### src/rtl/prog_shift_delay.sv
// prog_shift_delay: programmable multi-channel delay line built on a circular buffer.
// The read pointer trails the write pointer by the active delay. Outputs are masked
// until the buffer has been refilled under the current delay. A refill starts after
// reset and after every cfg_load.
// GATED=0: the delay is counted in clock cycles.
// GATED=1: the delay is counted in accepted samples (d_in_val high).

module prog_shift_delay #(
    parameter int MAX_DELAY = 64,
    parameter int DW        = 16,
    parameter int NCH       = 2,
    parameter int GATED     = 0,
    parameter int DEF_DELAY = 8,
    localparam int AW       = $clog2(MAX_DELAY + 1)
) (
    input  logic              clk,
    input  logic              rst,
    input  logic [AW-1:0]     delay_cfg,
    input  logic              cfg_load,
    input  logic [NCH*DW-1:0] d_in,
    input  logic              d_in_val,
    output logic [NCH*DW-1:0] d_out,
    output logic              d_out_val,
    output logic              primed
);

    localparam int PW = $clog2(MAX_DELAY);
    localparam int TW = AW + 1;
    localparam int WW = NCH * DW;
    localparam bit IS_GATED = (GATED != 0);

    localparam logic [AW-1:0] DEF_D    = AW'(DEF_DELAY);
    localparam logic [AW-1:0] MAX_D    = AW'(MAX_DELAY);
    localparam logic [AW-1:0] ONE_D    = AW'(1'b1);
    localparam logic [PW-1:0] LAST_PTR = PW'(MAX_DELAY - 1);
    localparam logic [TW-1:0] MAX_T    = TW'(MAX_DELAY);

    typedef enum logic [1:0] {
        ST_IDLE = 2'd0,
        ST_FILL = 2'd1,
        ST_RUN  = 2'd2
    } state_t;

    state_t          state_r;
    logic [AW-1:0]   delay_r;
    logic [AW-1:0]   fill_r;
    logic [PW-1:0]   wr_ptr_r;

    logic [WW-1:0]   mem_r     [MAX_DELAY];
    logic            val_mem_r [MAX_DELAY];

    logic            step_s;
    logic [AW-1:0]   cfg_clamp_s;
    logic [AW-1:0]   fill_inc_s;
    logic            fill_done_s;
    logic [TW-1:0]   rd_sum_s;
    logic [PW-1:0]   rd_ptr_s;
    logic [WW-1:0]   rd_data_s;
    logic            rd_val_s;

    // A step is one clock cycle in cycle mode, one accepted sample in gated mode.
    always_comb begin
        if (IS_GATED) begin
            step_s = d_in_val;
        end else begin
            step_s = 1'b1;
        end
    end

    // Clamp the requested delay into the legal range 1..MAX_DELAY.
    always_comb begin
        if (delay_cfg == {AW{1'b0}}) begin
            cfg_clamp_s = ONE_D;
        end else if (delay_cfg > MAX_D) begin
            cfg_clamp_s = MAX_D;
        end else begin
            cfg_clamp_s = delay_cfg;
        end
    end

    // The fill is complete on the step that brings the count up to the active delay.
    always_comb begin
        fill_inc_s  = fill_r + ONE_D;
        fill_done_s = (fill_inc_s == delay_r);
    end

    // Read pointer = write pointer - D (mod MAX_DELAY). Gated mode reads that entry at
    // the acceptance edge. Cycle mode registers the output one cycle early, so it looks
    // one entry ahead to keep the total latency at exactly D cycles.
    always_comb begin
        rd_sum_s = TW'(wr_ptr_r) + MAX_T - {1'b0, delay_r}
                 + (IS_GATED ? {TW{1'b0}} : TW'(1'b1));
        if (rd_sum_s >= MAX_T) begin
            rd_ptr_s = PW'(rd_sum_s - MAX_T);
        end else begin
            rd_ptr_s = PW'(rd_sum_s);
        end
    end

    // Cycle mode with D=1 must forward the sample being written in this cycle.
    // Every other case reads from the buffer. With D=MAX_DELAY in gated mode, the
    // buffer read returns the old entry before this edge overwrites it.
    always_comb begin
        if (!IS_GATED && (delay_r == ONE_D)) begin
            rd_data_s = d_in;
            rd_val_s  = d_in_val;
        end else begin
            rd_data_s = mem_r[rd_ptr_s];
            rd_val_s  = val_mem_r[rd_ptr_s];
        end
    end

    // Sample storage. The buffer is never cleared; the output masking hides stale entries.
    always_ff @(posedge clk) begin
        if (step_s) begin
            mem_r[wr_ptr_r]     <= d_in;
            val_mem_r[wr_ptr_r] <= d_in_val;
        end
    end

    // Write pointer advances on every step and wraps from MAX_DELAY-1 back to 0.
    always_ff @(posedge clk) begin
        if (rst) begin
            wr_ptr_r <= {PW{1'b0}};
        end else if (step_s) begin
            if (wr_ptr_r == LAST_PTR) begin
                wr_ptr_r <= {PW{1'b0}};
            end else begin
                wr_ptr_r <= wr_ptr_r + PW'(1'b1);
            end
        end
    end

    // Line control FSM (IDLE -> FILL -> RUN) with its registered outputs.
    // Reset takes priority over cfg_load. cfg_load restarts the fill from any state.
    always_ff @(posedge clk) begin
        if (rst) begin
            state_r   <= ST_IDLE;
            delay_r   <= DEF_D;
            fill_r    <= {AW{1'b0}};
            d_out     <= {WW{1'b0}};
            d_out_val <= 1'b0;
            primed    <= 1'b0;
        end else if (cfg_load) begin
            delay_r   <= cfg_clamp_s;
            d_out     <= {WW{1'b0}};
            d_out_val <= 1'b0;
            if (IS_GATED && d_in_val) begin
                // The sample accepted alongside cfg_load is the first fill step.
                fill_r <= ONE_D;
                if (cfg_clamp_s == ONE_D) begin
                    state_r <= ST_RUN;
                    primed  <= 1'b1;
                end else begin
                    state_r <= ST_FILL;
                    primed  <= 1'b0;
                end
            end else begin
                fill_r  <= {AW{1'b0}};
                state_r <= ST_FILL;
                primed  <= 1'b0;
            end
        end else begin
            case (state_r)
                ST_IDLE: begin
                    state_r   <= ST_FILL;
                    fill_r    <= {AW{1'b0}};
                    d_out     <= {WW{1'b0}};
                    d_out_val <= 1'b0;
                    primed    <= 1'b0;
                end
                ST_FILL: begin
                    if (step_s) begin
                        fill_r <= fill_inc_s;
                        if (fill_done_s) begin
                            state_r <= ST_RUN;
                            primed  <= 1'b1;
                            if (!IS_GATED) begin
                                d_out     <= rd_data_s;
                                d_out_val <= rd_val_s;
                            end else begin
                                d_out     <= {WW{1'b0}};
                                d_out_val <= 1'b0;
                            end
                        end else begin
                            d_out     <= {WW{1'b0}};
                            d_out_val <= 1'b0;
                        end
                    end else begin
                        d_out     <= {WW{1'b0}};
                        d_out_val <= 1'b0;
                    end
                end
                ST_RUN: begin
                    primed <= 1'b1;
                    if (!IS_GATED) begin
                        d_out     <= rd_data_s;
                        d_out_val <= rd_val_s;
                    end else if (d_in_val) begin
                        d_out     <= rd_data_s;
                        d_out_val <= 1'b1;
                    end else begin
                        d_out_val <= 1'b0;
                    end
                end
                default: begin
                    state_r   <= ST_IDLE;
                    fill_r    <= {AW{1'b0}};
                    d_out     <= {WW{1'b0}};
                    d_out_val <= 1'b0;
                    primed    <= 1'b0;
                end
            endcase
        end
    end

endmodule

### config.mk
export PLATFORM = sky130hd
export DESIGN_NAME = prog_shift_delay
export DESIGN_NICKNAME = d
export VERILOG_FILES = /design/src/rtl/prog_shift_delay.sv
export SDC_FILE = /design/constraint.sdc
export NUM_CORES = 2
export LEC_CHECK = 0
export CORE_ASPECT_RATIO = 0.5
export CORE_MARGIN = 2
export CORE_UTILIZATION = 50
export DETAILED_ROUTE_END_ITERATION = 6
export GPL_TIMING_DRIVEN = 0
export PLACE_DENSITY_LB_ADDON = 0.05
export SYNTH_ARGS = -nofsm -noshare
export SYNTH_HDL_FRONTEND = slang
export SYNTH_SLANG_ARGS = --single-unit
### constraint.sdc
create_clock -name clk -period 3.7 [get_ports clk]
set_input_delay 0.925 -clock clk [delete_from_list [all_inputs] [get_ports clk]]
set_output_delay 0.925 -clock clk [all_outputs]
set_load 0.02 [all_outputs]
* Word level (Yosys, flattened, before mapping)
Memory sizes are Yosys's and may differ from the RTL's.
Index checks and enable logic that the tools add are counted.
** Cells by class
- Multiply operators :: 0
- Div/mod/pow operators :: 0
- Reduce and logical (&&, ||, !) cells :: 6
- Multiplexer cells :: 15
- $add $sub $neg :: 6
- $lt $le $gt $ge :: 2
- Bitwise operators :: 1
- Shifts and indexed selects :: 0
- Eq/ne operators :: 8
** Operators by type and width (number)
- 32-bit 2-to-1 mux :: 2
- 32-bit one-hot mux with 2 select lines :: 1
- 7-bit 2-to-1 mux :: 2
- 7-bit one-hot mux with 2 select lines :: 1
- 6-bit by 7-bit adder with 8-bit output (second input constant) :: 1
- 8-bit by 1-bit adder with 8-bit output (second input constant) :: 1
- 8-bit by 7-bit >= comparator with 1-bit output (second input constant) :: 1
- 8-bit by 7-bit subtractor with 8-bit output :: 1
- 7-bit by 1-bit adder with 7-bit output (second input constant) :: 1
- 7-bit by 1-bit equality test with 1-bit output (second input constant) :: 1
- 7-bit equality test :: 1
- 7-bit greater-than comparator (second input constant) :: 1
- 7-bit zero test :: 1
- 6-bit by 1-bit adder with 6-bit output (second input constant) :: 1
- 6-bit equality test (second input constant) :: 1
- 6-bit 2-to-1 mux :: 1
- 2-bit one-hot mux with 3 select lines :: 1
- 6-bit by 1-bit subtractor with 6-bit output (second input constant) :: 1
- 1-bit 2-to-1 mux :: 4
- 2-bit != test (second input constant) :: 2
- 1-bit one-hot mux with 2 select lines :: 2
- 2-bit AND reduction :: 2
- 2-bit OR reduction :: 2
- 3-bit != test (second input constant) :: 1
- 5 further kinds :: 5
** Storage, ports and cells
- ROM bits :: 0
- Bits in writable memories :: 2112
- Logic and storage cells :: 48
- Output and inout port bits :: 34
- Register bits after elaboration :: 56
- Bits in latches :: 0
- Memories kept :: 2
** Memory list
- mem_r :: words 64, bits a word 32, rd ports 1, clocked after Yosys merged registers in 0, wr ports 1, RTL line 49 : logic [WW-1:0] mem_r [MAX_DELAY];
- val_mem_r :: words 64, bits a word 1, rd ports 1, clocked after Yosys merged registers in 0, wr ports 1, RTL line 50 : logic val_mem_r [MAX_DELAY];

* Longest topological paths before layout
An unclocked memory read counts as a cell.
- Depth in word-level cells :: 9
- Mapped depth :: 16
- Depth with buffers taken out :: 13

* Worst setup path before layout
No wires, ideal clock.
- Path kind :: flip-flop to flip-flop
- Start point :: register wr_ptr_r[1]
- End point :: register d_out[21]
- Cell stages (with the launch flop) :: 16
- Setup time :: 0.117 ns
- Clock period less this slack :: 3.264 ns
- Slack :: 0.436 ns
- Buffers on the path :: 3
- Data required time :: 3.583 ns
- Arrival time :: 3.147 ns
- Cell sequence :: dfxtp_1 > inv_1 > ha_1 > inv_1 > ha_1 > inv_1 > fa_1 > buf_4 > buf_2 > clkbuf_1 > mux4_2 > a22oi_1 > nand2_1 > a22oi_1 > nand2_1 > a22o_1
** On the way
- Longest elaborated chain between the ends :: 9
- Elaborated cells between the ends (all ways) :: 10
- Classes of those cells :: 4 x add/sub; 1 x order compare; 4 x mux; 1 x memory
** RTL lines
- start, declared :: RTL line 47 : logic [PW-1:0] wr_ptr_r;
- start signal, assigned :: RTL line 124 : wr_ptr_r <= {PW{1'b0}};
- start signal, assigned :: RTL line 127 : wr_ptr_r <= {PW{1'b0}};
- start signal, assigned :: RTL line 129 : wr_ptr_r <= wr_ptr_r + PW'(1'b1);
- 6-bit by 7-bit adder with 8-bit output * :: RTL line 91 : rd_sum_s = TW'(wr_ptr_r) + MAX_T - {1'b0, delay_r}
- 8-bit by 7-bit subtractor with 8-bit output * :: RTL line 91
- 8-bit by 1-bit adder with 8-bit output * :: RTL line 92 : + (IS_GATED ? {TW{1'b0}} : TW'(1'b1));
- 8-bit by 7-bit >= comparator with 1-bit output / 6-bit by 1-bit subtractor with 6-bit output (equally long branches) :: RTL line 93, 94
- 6-bit 2-to-1 mux * :: RTL line 93 : if (rd_sum_s >= MAX_T) begin
- memory 64 x 32 bit *
- 32-bit 2-to-1 mux * :: RTL line 104 : if (!IS_GATED && (delay_r == ONE_D)) begin
- 32-bit 2-to-1 mux :: RTL line 175 : if (fill_done_s) begin
- 32-bit one-hot mux with 2 select lines * :: RTL line 164 : case (state_r)
- end signal, assigned :: RTL line 168 : d_out <= {WW{1'b0}};
- end signal, assigned :: RTL line 179 : d_out <= rd_data_s;
- end signal, assigned :: RTL line 182 : d_out <= {WW{1'b0}};
- end, declared :: RTL line 22 : output logic [NCH*DW-1:0] d_out,
Every way passes the cells marked *; elsewhere a longest branch is shown, timed or not.
A chain may end at the register's enable or synchronous reset.

* Final worst setup path
- Start point :: register wr_ptr_r[1]
- End point :: register d_out[20]
Same word-level chain as after synthesis.

==> flow_summary.json <==
{
  "ctsRootBufferMaster": "clkbuf_16",
  "cp_common_cell": "ha_4",
  "max_freq_mhz": 265,
  "critical_path_arrival_ps": 4480,
  "hold_viol_final": 0,
  "port_buffers": 75,
  "routedWlPerCell_um": 40.8,
  "worstPathRequired_ps": 4410,
  "cp_slowest_cell": "a2111oi_1",
  "setup_viol": 6,
  "relSlewSlack": 0.213,
  "cts_tree": "built",
  "ys_warn_count": 0,
  "synth_cell_type_count": 67,
  "synth_area_leaders": "edfxtp_1 (77%), mux4_2 (14%), a22oi_1 (2.4%)",
  "start_kind": "flop",
  "path_buf_inv": 6,
  "min_from": "d_in[25]",
  "dp_hpwl_um": 178000,
  "ir_worst_vdd_v": 0.000428,
  "crit_fanout": 10,
  "vias": 44104,
  "numClockSinks": 2168,
  "design_area_sq_um": 97600,
  "synth_xor_area_frac": 0.00236,
  "syn-instance-count": 3773,
  "drv_cap": 0,
  "synth_mux_area_frac": 0.145,
  "yosys.area_share.simple": 0.0224,
  "period_minus_slack_ps": 3780,
  "run_status": "complete, but fails checks",
  "antenna_found_initial": 21,
  "critPathKind": "reg2reg",
  "violations": "negative setup slack",
  "finClkSkew_ps": 42.1,
  "synth_seq_area_share": 0.780,
  "grt_overflow": 0,
  "dp.cells": 6156,
  "final_core_util": 0.595,
  "place_congestion": 0.990,
  "drt-initial-drc-count": 7824,
  "crit_chain": "inv_6 -> ha_4 -> inv_4 -> ha_4 -> inv_2 -> fa_2 -> xnor2_4 -> buf_12 -> buf_4 -> buf_6 -> and2_0 -> a2111oi_1 -> a41oi_1 -> a31oi_1 -> nor4_2",
  "nets": 4283,
  "layout_commonest_cell": "edfxtp_1",
  "core_sq_um": 164000,
  "hold_class": "in2reg",
  "synth_nets": 3831,
  "grt_max_degree": 66,
  "final.period_utilization": 1.02,
  "detail-route-antenna-nets": 0,
  "dr.pass1.iters": 6,
  "startpoint": "wr_ptr_r[1]$_SDFF_PP0_",
  "remaining_drc_errors": 0,
  "cp_slowest_stage_delay_ps": 830,
  "fin_setup_tns_ps": -152,
  "grt_first_pass_wirelength_um": 360000,
  "h-tree-depth": 4,
  "drive_gt1_frac": 0.327,
  "die_y_um": 292,
  "leakage_nw": 31.1,
  "async_flop_share": 0,
  "clockBufferDepth": 4,
  "num_rows": 105,
  "pre_cts_slack_ps": -2330,
  "end_kind": "flop",
  "ctsHoldBuffers": 0,
  "powerDensity_nw_per_um2": 579,
  "synth_area_sq_um": 82700,
  "synth_top_area_frac": 0.767,
  "die_area_sq_um": 169000,
  "postSynthAreaPerCell_sq_um": 21.9,
  "cts_buffers": 194,
  "placed_area_sq_um": 89100,
  "ioPinCount": 77,
  "layout_setup_ws_ps": -76.4,
  "routed_wl_um": 269000,
  "initial_utilization": 0.504,
  "r2r-start": "wr_ptr_r[1]$_SDFF_PP0_",
  "rsz0062_at_grt": "yes",
  "synth_seq_cells": 2168,
  "syn_to_final_growth_pct": 18.0,
  "final_cell_mix": "edfxtp_1 (2,112), mux4_2 (517), clkbuf_16 (212), a22oi_1 (189), nand2_1 (154)",
  "die_w_um": 579,
  "tightest_slew_ps": 1180,
  "p_total_mw": 56.5,
  "critPathTopFamily": "compound AO/OA/AOI/OAI gates",
  "via_per_inst": 6.70,
  "clk_pin_slew_ps": 60,
  "synth_top_family_by_area": "multiplexers",
  "synth-edff-count": 2112,
  "hold_ws_ps": 360,
  "clock_latency_ps": 840,
  "ys.flop_type": "edfxtp_1",
  "stdcell_count": 6579,
  "yosysTopAreaCell": "edfxtp_1",
  "synth_compound_area_frac": 0.0336,
  "synth-adder-area-share": 0.00236,
  "grt_pass1_vias": 42375,
  "finalMaxSlewViolations": 0,
  "grt_usage": 0.321
}
## Yosys cell counts (27+ instances only)
master    count
clkbuf_1     69
a22o_1       28
buf_4        27
nand2_1     207
buf_2        74
nor2_1      105
mux4_2      517
dfxtp_1      56
edfxtp_1   2112
buf_1        33
mux2i_1      29
nand3_1      44
a22oi_1     268
## sequential cells by signal, indices dropped and copies added, names as in the netlist
signal     count
delay_r        7
fill_r         7
d_out_val      1
val_mem_r     64
primed         1
state_r        2
d_out         32
wr_ptr_r       6
mem_r       2048
## final cells by class
cell class / instances / area [sq um]
fill: 11676 / 66500
sequential: 2168 / 64600
multi-input combinational: 1372 / 18300
clock buffer: 259 / 5290
timing repair buffer: 260 / 3950
tap: 2193 / 2740
buffer: 212 / 2010
clock inverter: 82 / 603
inverter: 17 / 83.8
antenna: 16 / 40.0
## power breakdown
part | total [mW] | internal (mW) | switching (mW)
registers | 27.1 | 27.1 | 0.0377
logic | 9.89 | 3.37 | 6.52
clock network | 19.5 | 10.6 | 8.88
total | 56.5 | 41.1 | 15.4
## cell families after synthesis
family          Yosys count
mux                     548
flops                  2168
xor+xnor                 18
buf+inv                 233
fa+ha+maj                15
simple gates            419
compound gates          372
## per-layer routing
layer | vias to the layer above | GRT usage | routed length, um | share of wire
met2 | 2900 | 0.435 | 111000 | 0.41
met4 | 6 | 0.0803 | 7800 | 0.029
met3 | 423 | 0.136 | 41900 | 0.16
met5 | - | 0 | 310 | 0.0012
li1 | 16853 | - | - | -
met1 | 23922 | 0.479 | 107000 | 0.40
## path summary, 6_finish.rpt
kind                            slack [ps]  cells past startpoint                       to
worst min-delay path                   360                      1  mem_r[36][25]$_DFFE_PP_
worst max register to register         -80                     15     d_out[20]$_SDFF_PP0_
worst max-delay path                   -80                     15     d_out[20]$_SDFF_PP0_
worst min register to register         500                      2      primed$_SDFFE_PP0P_
## repair_timing
action,in CTS,in global routing
setup endpoints to repair,33,33
pin swaps,49,47
gates cloned,6,3
buffers inserted,29,32
resized for setup,478,110
No activity file was read; power rests on OpenSTA's default activity.
